### src/rtl/tile_fetch_arb.sv
// Shared video-RAM scheduler: one tile-code/palette prefetch per 8-pixel slot, CPU gets the rest.
// Optional build macro VRAM_RANGE_CHECK_EN short-circuits CPU accesses outside the VRAM window.
module tile_fetch_arb #(
    parameter logic [15:0] TILE_BASE = 16'h4000,
    parameter logic [15:0] PAL_BASE  = 16'h4400,
    parameter logic [8:0]  ROW_MAX   = 9'd288,
    parameter logic [9:0]  COL_MAX   = 10'd224
) (
    input  logic        i_clk,
    input  logic        i_rst,
    input  logic        i_pix_tick,
    input  logic [8:0]  i_row,
    input  logic [9:0]  i_col,
    input  logic        i_blank,
    input  logic [15:0] i_vid_offset,
    output logic [15:0] o_mem_addr,
    output logic        o_mem_we,
    output logic [7:0]  o_mem_wdata,
    input  logic [7:0]  i_mem_rdata,
    input  logic        i_cpu_req,
    input  logic        i_cpu_we,
    input  logic [15:0] i_cpu_addr,
    input  logic [7:0]  i_cpu_wdata,
    output logic        o_cpu_ack,
    output logic [7:0]  o_cpu_rdata,
    output logic [7:0]  o_tile_code,
    output logic [5:0]  o_palette_code,
    output logic        o_tile_valid,
    output logic        o_fetch_miss
);

    localparam int unsigned AW = 16;
    localparam int unsigned DW = 8;
    localparam int unsigned PW = 6;

    typedef enum logic [2:0] {
        S_IDLE,
        S_V_TILE,
        S_V_PAL,
        S_V_DONE,
        S_C_ADDR,
        S_C_DATA
    } state_t;

    state_t         r_state;
    state_t         w_state_nxt;

    logic           r_pend;
    logic [AW-1:0]  r_vid_q;
    logic [DW-1:0]  r_tile_shadow;
    logic [PW-1:0]  r_pal_shadow;
    logic           r_shadow_full;
    logic [DW-1:0]  r_tile_code;
    logic [PW-1:0]  r_palette_code;
    logic           r_tile_valid;
    logic           r_fetch_miss;

    logic           w_slot_start;
    logic           w_miss;
    logic           w_video_due;
    logic           w_cpu_oor;
    logic [AW-1:0]  w_mem_addr;
    logic           w_mem_we;
    logic [DW-1:0]  w_mem_wdata;
    logic           w_cpu_ack;
    logic [DW-1:0]  w_cpu_rdata;

    assign w_slot_start = i_pix_tick & (i_col[2:0] == 3'd0) & (i_row < ROW_MAX)
                        & (i_col < COL_MAX) & ~i_blank;
    assign w_miss       = w_slot_start & r_pend;
    assign w_video_due  = r_pend | w_slot_start;

`ifdef VRAM_RANGE_CHECK_EN
    localparam logic [AW-1:0] VRAM_END = AW'(PAL_BASE + 16'h03FF);
    assign w_cpu_oor = (i_cpu_addr < TILE_BASE) | (i_cpu_addr > VRAM_END);
`else
    assign w_cpu_oor = 1'b0;
`endif

    // State register
    always_ff @(posedge i_clk) begin
        if (i_rst) begin
            r_state <= S_IDLE;
        end else begin
            r_state <= w_state_nxt;
        end
    end

    // Next state and the combinational RAM/CPU port drive
    always_comb begin
        w_state_nxt = r_state;
        w_mem_addr  = '0;
        w_mem_we    = 1'b0;
        w_mem_wdata = '0;
        w_cpu_ack   = 1'b0;
        w_cpu_rdata = '0;
        case (r_state)
            S_IDLE: begin
                if (w_video_due) begin
                    w_state_nxt = S_V_TILE;
                end else if (i_cpu_req) begin
                    w_state_nxt = w_cpu_oor ? S_C_DATA : S_C_ADDR;
                end
            end
            S_V_TILE: begin
                w_mem_addr  = AW'(TILE_BASE + r_vid_q);
                // A second slot start abandons this fetch; IDLE restarts it with the new offset.
                w_state_nxt = w_miss ? S_IDLE : S_V_PAL;
            end
            S_V_PAL: begin
                w_mem_addr  = AW'(PAL_BASE + r_vid_q);
                w_state_nxt = w_miss ? S_IDLE : S_V_DONE;
            end
            S_V_DONE: begin
                w_state_nxt = S_IDLE;
            end
            S_C_ADDR: begin
                w_mem_addr  = i_cpu_addr;
                w_mem_we    = i_cpu_we;
                w_mem_wdata = i_cpu_wdata;
                w_state_nxt = S_C_DATA;
            end
            S_C_DATA: begin
                w_mem_addr  = i_cpu_addr;
                w_cpu_ack   = 1'b1;
                w_cpu_rdata = w_cpu_oor ? 8'hFF : i_mem_rdata;
                // A video fetch held off by this CPU op starts in the slot IDLE would take.
                w_state_nxt = w_video_due ? S_V_TILE : S_IDLE;
            end
            default: begin
                w_state_nxt = S_IDLE;
            end
        endcase
    end

    // Slot bookkeeping, shadow capture and tile commit
    always_ff @(posedge i_clk) begin
        if (i_rst) begin
            r_pend         <= 1'b0;
            r_vid_q        <= '0;
            r_tile_shadow  <= '0;
            r_pal_shadow   <= '0;
            r_shadow_full  <= 1'b0;
            r_tile_code    <= '0;
            r_palette_code <= '0;
            r_tile_valid   <= 1'b0;
            r_fetch_miss   <= 1'b0;
        end else begin
            r_fetch_miss <= w_miss;
            if (w_slot_start) begin
                r_vid_q        <= i_vid_offset;
                r_pend         <= 1'b1;
                r_tile_code    <= r_tile_shadow;
                r_palette_code <= r_pal_shadow;
                r_tile_valid   <= r_shadow_full;
                r_shadow_full  <= 1'b0;
            end else begin
                if (r_state == S_V_DONE) begin
                    r_pend        <= 1'b0;
                    r_shadow_full <= 1'b1;
                end
                if (i_blank) begin
                    r_tile_valid <= 1'b0;
                end
            end
            // RAM data lags the address by one cycle
            if (r_state == S_V_PAL) begin
                r_tile_shadow <= i_mem_rdata;
            end
            if (r_state == S_V_DONE) begin
                r_pal_shadow <= i_mem_rdata[PW-1:0];
            end
        end
    end

    assign o_mem_addr     = w_mem_addr;
    assign o_mem_we       = w_mem_we;
    assign o_mem_wdata    = w_mem_wdata;
    assign o_cpu_ack      = w_cpu_ack;
    assign o_cpu_rdata    = w_cpu_rdata;
    assign o_tile_code    = r_tile_code;
    assign o_palette_code = r_palette_code;
    assign o_tile_valid   = r_tile_valid;
    assign o_fetch_miss   = r_fetch_miss;

endmodule
### config.mk
export PLATFORM = sky130hd
export DESIGN_NAME = tile_fetch_arb
export DESIGN_NICKNAME = d
export VERILOG_FILES = /design/src/rtl/tile_fetch_arb.sv
export SDC_FILE = /design/constraint.sdc
export NUM_CORES = 1
export LEC_CHECK = 0
export BUFFER_PORTS_ARGS = -buffer_cell sky130_fd_sc_hd__clkbuf_2
export CORE_ASPECT_RATIO = 1.2
export CORE_MARGIN = 2
export CORE_UTILIZATION = 44
export DETAILED_ROUTE_END_ITERATION = 12
export GPL_TIMING_DRIVEN = 0
export PLACE_DENSITY = 0.9
export SYNTH_ARGS = -nofsm -noshare
export SYNTH_HDL_FRONTEND = slang
export SYNTH_SLANG_ARGS = --single-unit
### constraint.sdc
create_clock -name i_clk -period 2.2 [get_ports i_clk]
set_clock_uncertainty 0.1 [all_clocks]
set_input_delay 0.11 -clock i_clk [delete_from_list [all_inputs] [get_ports i_clk]]
set_output_delay 0.11 -clock i_clk [all_outputs]
set_load 0.005 [all_outputs]
Word level (Yosys, flattened, before mapping):

Cells that the tools add are included.

* memories: 0
* bits in read-only memories: 0
* latch bits: 0
* register bits: 51
* input port bits: 73
* RAM bits: 0

* $lt $le $gt $ge: 2
* divide/modulo/power cells: 0
* shift operators: 0
* multipliers: 0
* multiplexer cells: 15
* equal/unequal tests: 6
* reductions and logical operators: 6
* $add $sub $neg: 2
* bitwise logic cells: 7

Operators by type and width (number)
* one-hot mux 16 bit (3 select lines): 1
* adder 15 x 16 -> 16 bit, first input constant: 2
* two-way mux 8 bit: 2
* one-hot mux 3 bit (5 select lines): 1
* < comparator 10 x 8 -> 1 bit, second input constant: 1
* < comparator 9 bit, second input constant: 1
* two-way mux 1 bit: 7
* == test 3 x 2 -> 1 bit, second input constant: 2
* == test 3 bit, second input constant: 2
* logical NOT 3 bit: 2
* two-way mux 3 bit: 2
* AND 1 bit: 5
* two-way mux 2 bit: 2
* nonzero test 2 bit: 2
* OR reduction 2 bit: 2
* == test 3 x 1 -> 1 bit, second input constant: 1
* != test 3 bit, second input constant: 1
* inverter 1 bit: 1
* bitwise OR 1 bit: 1

Depth between registers and ports, before layout:

* word-level depth: 8
* depth in mapped cells: 7
* depth with buffers taken out: 6

Worst setup path after synthesis:

No wires, ideal clock.

* path kind: input port to flip-flop
* from: input port i_col[1]
* to: register r_state[0]
* cell stages on the path: 5
* buffers on the path: 0
* path slack: 509 ps
* arrival time: 1487 ps
* library setup time: 103 ps
* path through: or4b_4 > nor4_4 > nand2_2 > a31o_1 > a2111oi_2

* longest elaborated chain between the ends: 8
* elaborated cells on any way between the ends: 13
* those cells by class: order compare: 1; eq/ne: 1; mux: 4; bitwise: 6; reduce/logical: 1

RTL lines
* from (decl): line 13 `input logic [9:0] i_col,`
* parallel branches: the longest is 3 deep, another holds < comparator 10 x 8 -> 1 bit
* AND 1 bit (*) (2 in series): line 69 `& (i_col < COL_MAX) & ~i_blank;`
* bitwise OR 1 bit / AND 1 bit (equally long branches): line 71, 70
* two-way mux 1 bit (tied with other cells): line 128 `w_state_nxt = w_video_due ? S_V_TILE : S_IDLE;`
* one-hot mux 3 bit (5 select lines): line 97 `case (r_state)`
* to (signal assigned): line 85 `r_state <= w_state_nxt;`
* to (decl): line 45 `state_t r_state;`

Every way passes the cells marked *.
A chain may end at the register's enable or synchronous reset.

Worst setup path after layout:

* from: register r_state[1]
* to: output port o_mem_addr[15]

* longest elaborated chain between the ends: 3
* elaborated cells on any way between the ends: 6
* those cells by class: eq/ne: 4; mux: 1; reduce/logical: 1

RTL lines
* == test 3 bit: line 97
* OR reduction 2 bit (no source line)
* one-hot mux 16 bit (3 select lines) (*): line 97
* to (decl): line 16 `output logic [15:0] o_mem_addr,`

Mark *: on every way between the ends. The rest lies on a longest branch, timed or not.

==> reports/metrics.yaml <==
die_area_um2: 5787
synth-simple-area-share_pct: 28.92
path_depth: 7
p_leak_uw: 0.001432
start_util_pct: 45.93
synthTopCellsByArea: "dfxtp_1, nand2_1, a21oi_1"
rr_worst_depth: 5
crit_buf_inv: 2
cts_sinks: 51
switchingPower_uw: 516.7
clk_path_buf_depth: 2
dp_slack_ns: 0.0003262
synth.top_cell.area_share_pct: 44.69
async_flop_share_pct: 0
core-area_um2: 4975
antenna_left: 0
ys.flop_type: "dfxtp_1"
grt.total_usage_pct: 25.52
clkPwrFrac_pct: 37.1
numCtsBuffers: 5
finalSetupTns_ns: 0
finalCritPeriodShare_pct: 98.93
syn_to_final_growth_pct: 45.95
swShare_pct: 24.89
ys_seq_area_share_pct: 44.69
fillers: 388
dieHeight_um: 82.94
synthAdderAreaFrac_pct: 0.5476
detail_route.first_pass.iterations: 5
io_buffers: 114
synth_most_common_cell: "nand2_1"
power_frac_seq_pct: 46.0
grt_overflow: 0
grt_pass1_vias: 2675
whs_path_depth: 2
antenna_cells_inserted: 0
worst-path-max-fanout: 10
drc: 0
max_freq_mhz: 459.5
yosysTopAreaCell: "dfxtp_1"
hold_viol: 0
crit_type: "reg2out"
syn_nets: 377
synth_warnings: 0
grt_pass1_wl_mm: 12.07
place.detailed.hpwl_mm: 5.028
drv_slew: 0
cts_tree: "yes"
avgRoutedWirePerCell_um: 15.18
cp_data_required_time_ns: 1.99
hp-class: "in2reg"
arrival_ns: 1.97
postCtsSetupBuffers: 0
power_frac_comb_pct: 16.9
worst_slew_pin_slew_ns: 0.5785
netlist_instances: 303
grt_max_degree: 17
worst_slack_ns: 0.02354
crit_family: "compound AO/OA/AOI/OAI gates"
synth_top_family_by_area: "simple AND/OR/NAND/NOR gates"
synth_cell_types: 32
clock_latency_ns: 0.31
via_per_inst: 5.506
die_x_um: 69.78
gp_congestion: 0.8002
vias: 2797
outcome: "completed"
finalCriticalPeriod_ns: 2.176
crit_path_max_incr_delay_ns: 0.46
slew_headroom_pct: 61.29
start_kind: "flop"
drtIter0Drc: 275
setup_viol: 0
drv_cap: 0
netlist_area_um2: 2285
synth_compound_gate_area_share_pct: 21.08
internal_power_uw: 1559
drive_gt1_share_pct: 31.03
cts-root-buf: "clkbuf_8"
cpMaxStageDelayCell: "dfxtp_2"
irDropWorstVdd_mv: 0.4131
drt_wl_total_mm: 7.711
num_rows: 28
final_nets: 521
power.density_nw_per_um2: 622.6
end_kind: "primary output"
ctsHtreeMaxLevel: 2
grt_antenna_before_repair: 0
syn-mean-instance-area_um2: 7.540
crit_chain: "nand2b_1 -> clkbuf_1 -> nand2_1 -> a2bb2oi_1 -> nor3_1 -> a311o_1 -> clkbuf_2"
synth_xor_xnor_area_share_pct: 0
synthTopCellsByCount: "nand2_1, dfxtp_1, a21oi_1, and2_1, clkbuf_1"
ios: 123
clkTransAtPathRegs_ns: 0.09
ys_seq_elements: 51
yosys-mux-area-fraction_pct: 0.4381
synth_edf_count: 0
-- worst reg2reg max path, delay by kind of cell, from the launching register on --
kind / cells / cell delay [ns]
buf+inv: 1 / 0.18
simple gates: 2 / 0.27
compound gates: 2 / 0.63
flops: 1 / 0.39
-- through the flow --
step | total power (uW) | hold WS (ns) | std cells | instance area, um2 | utilization, %
floorplan | 1126 | 0.08931 | 303 | 2285 | -
CTS | 2058 | 0.02137 | 509 | 3327 | 66.88
global placement | 1262 | 0.1996 | 477 | 2930 | 58.90
global route | 2138 | 0.05852 | 508 | 3334 | 67.03
finish | 2076 | 0.01183 | 508 | 3334 | 67.03
detailed placement | 1272 | 0.2105 | 477 | 2930 | 58.90
-- power groups by stage --
stage	Clock, uW	Sequential, uW	Combinational, uW
finish	770	956	351
global route	801	959	377
detailed placement	0	966	306
floorplan	0	964	163
global placement	0	965	297
CTS	765	948	345
-- state kept, by name, summed over array words and instances (netlist names) --
name / count
r_vid_q: 16
o_tile_code: 8
r_tile_shadow: 8
o_palette_code: 6
r_pal_shadow: 6
r_state: 3
o_fetch_miss: 1
o_tile_valid: 1
r_pend: 1
r_shadow_full: 1
-- routing by layer --
metal,track usage (%),share of wire [%]
met2,45.11,50
met5,0,0
met4,15.91,5.5
met3,4.248,8.1
met1,27.91,36
-- cell usage in the layout, fill, tap and decap left out, types with 2 or more instances in the layout --
| cell type | netlist | layout |
|---|---|---|
| a21oi_1 | 50 | 49 |
| nand2_1 | 94 | 94 |
| nand3_1 | 8 | 8 |
| dlygate4sd3_1 | 0 | 25 |
| a31oi_1 | 2 | 2 |
| a22oi_1 | 4 | 4 |
| and2_1 | 18 | 18 |
| a22o_1 | 9 | 9 |
| nand2b_1 | 6 | 6 |
| buf_2 | 4 | 4 |
| bufinv_16 | 0 | 2 |
| inv_1 | 2 | 2 |
| nor2_1 | 5 | 4 |
| dfxtp_1 | 51 | 50 |
| o21ai_0 | 2 | 2 |
| nor3_1 | 5 | 4 |
| clkbuf_1 | 18 | 12 |
| clkbuf_2 | 0 | 117 |
| clkbuf_8 | 0 | 5 |
| nor4_1 | 2 | 2 |
| o21ai_1 | 8 | 8 |
-- kinds of logic after synthesis --
group,after synthesis
AOI/OAI and AO/OA,81
adders and majority gates,1
buffers and inverters,25
muxes,1
DFF,51
and+or+nand+nor,144
-- timing repair --
item                                    CTS  global route
endpoints found under the hold margin    30             0
endpoints found under the setup margin   13            33
resized for setup                         5             8
hold buffers                             25             0
-- layout make-up --
type / instances / area [um2] / share of cell area, %
Clock inverter: 3 / 67.56 / 2.026
Sequential cell: 51 / 1022 / 30.66
Timing Repair Buffer: 139 / 820.8 / 24.62
Multi-Input combinational cell: 227 / 1181 / 35.42
Inverter: 3 / 11.26 / 0.3377
Clock buffer: 5 / 68.82 / 2.064
Tap cell: 60 / 75.07 / 2.251
Buffer: 20 / 87.58 / 2.627
-- final timing paths --
path | slack, ns | endpoint | start
hold / removal | 0.01 | r_state[0] | i_rst
setup / recovery | 0.02 | o_mem_addr[15] | r_state[1]
setup reg to reg | 0.55 | r_state[1] | r_state[1]
hold reg to reg | 0.36 | o_tile_code[5] | r_tile_shadow[5]
(Power assumes the default switching activity.)
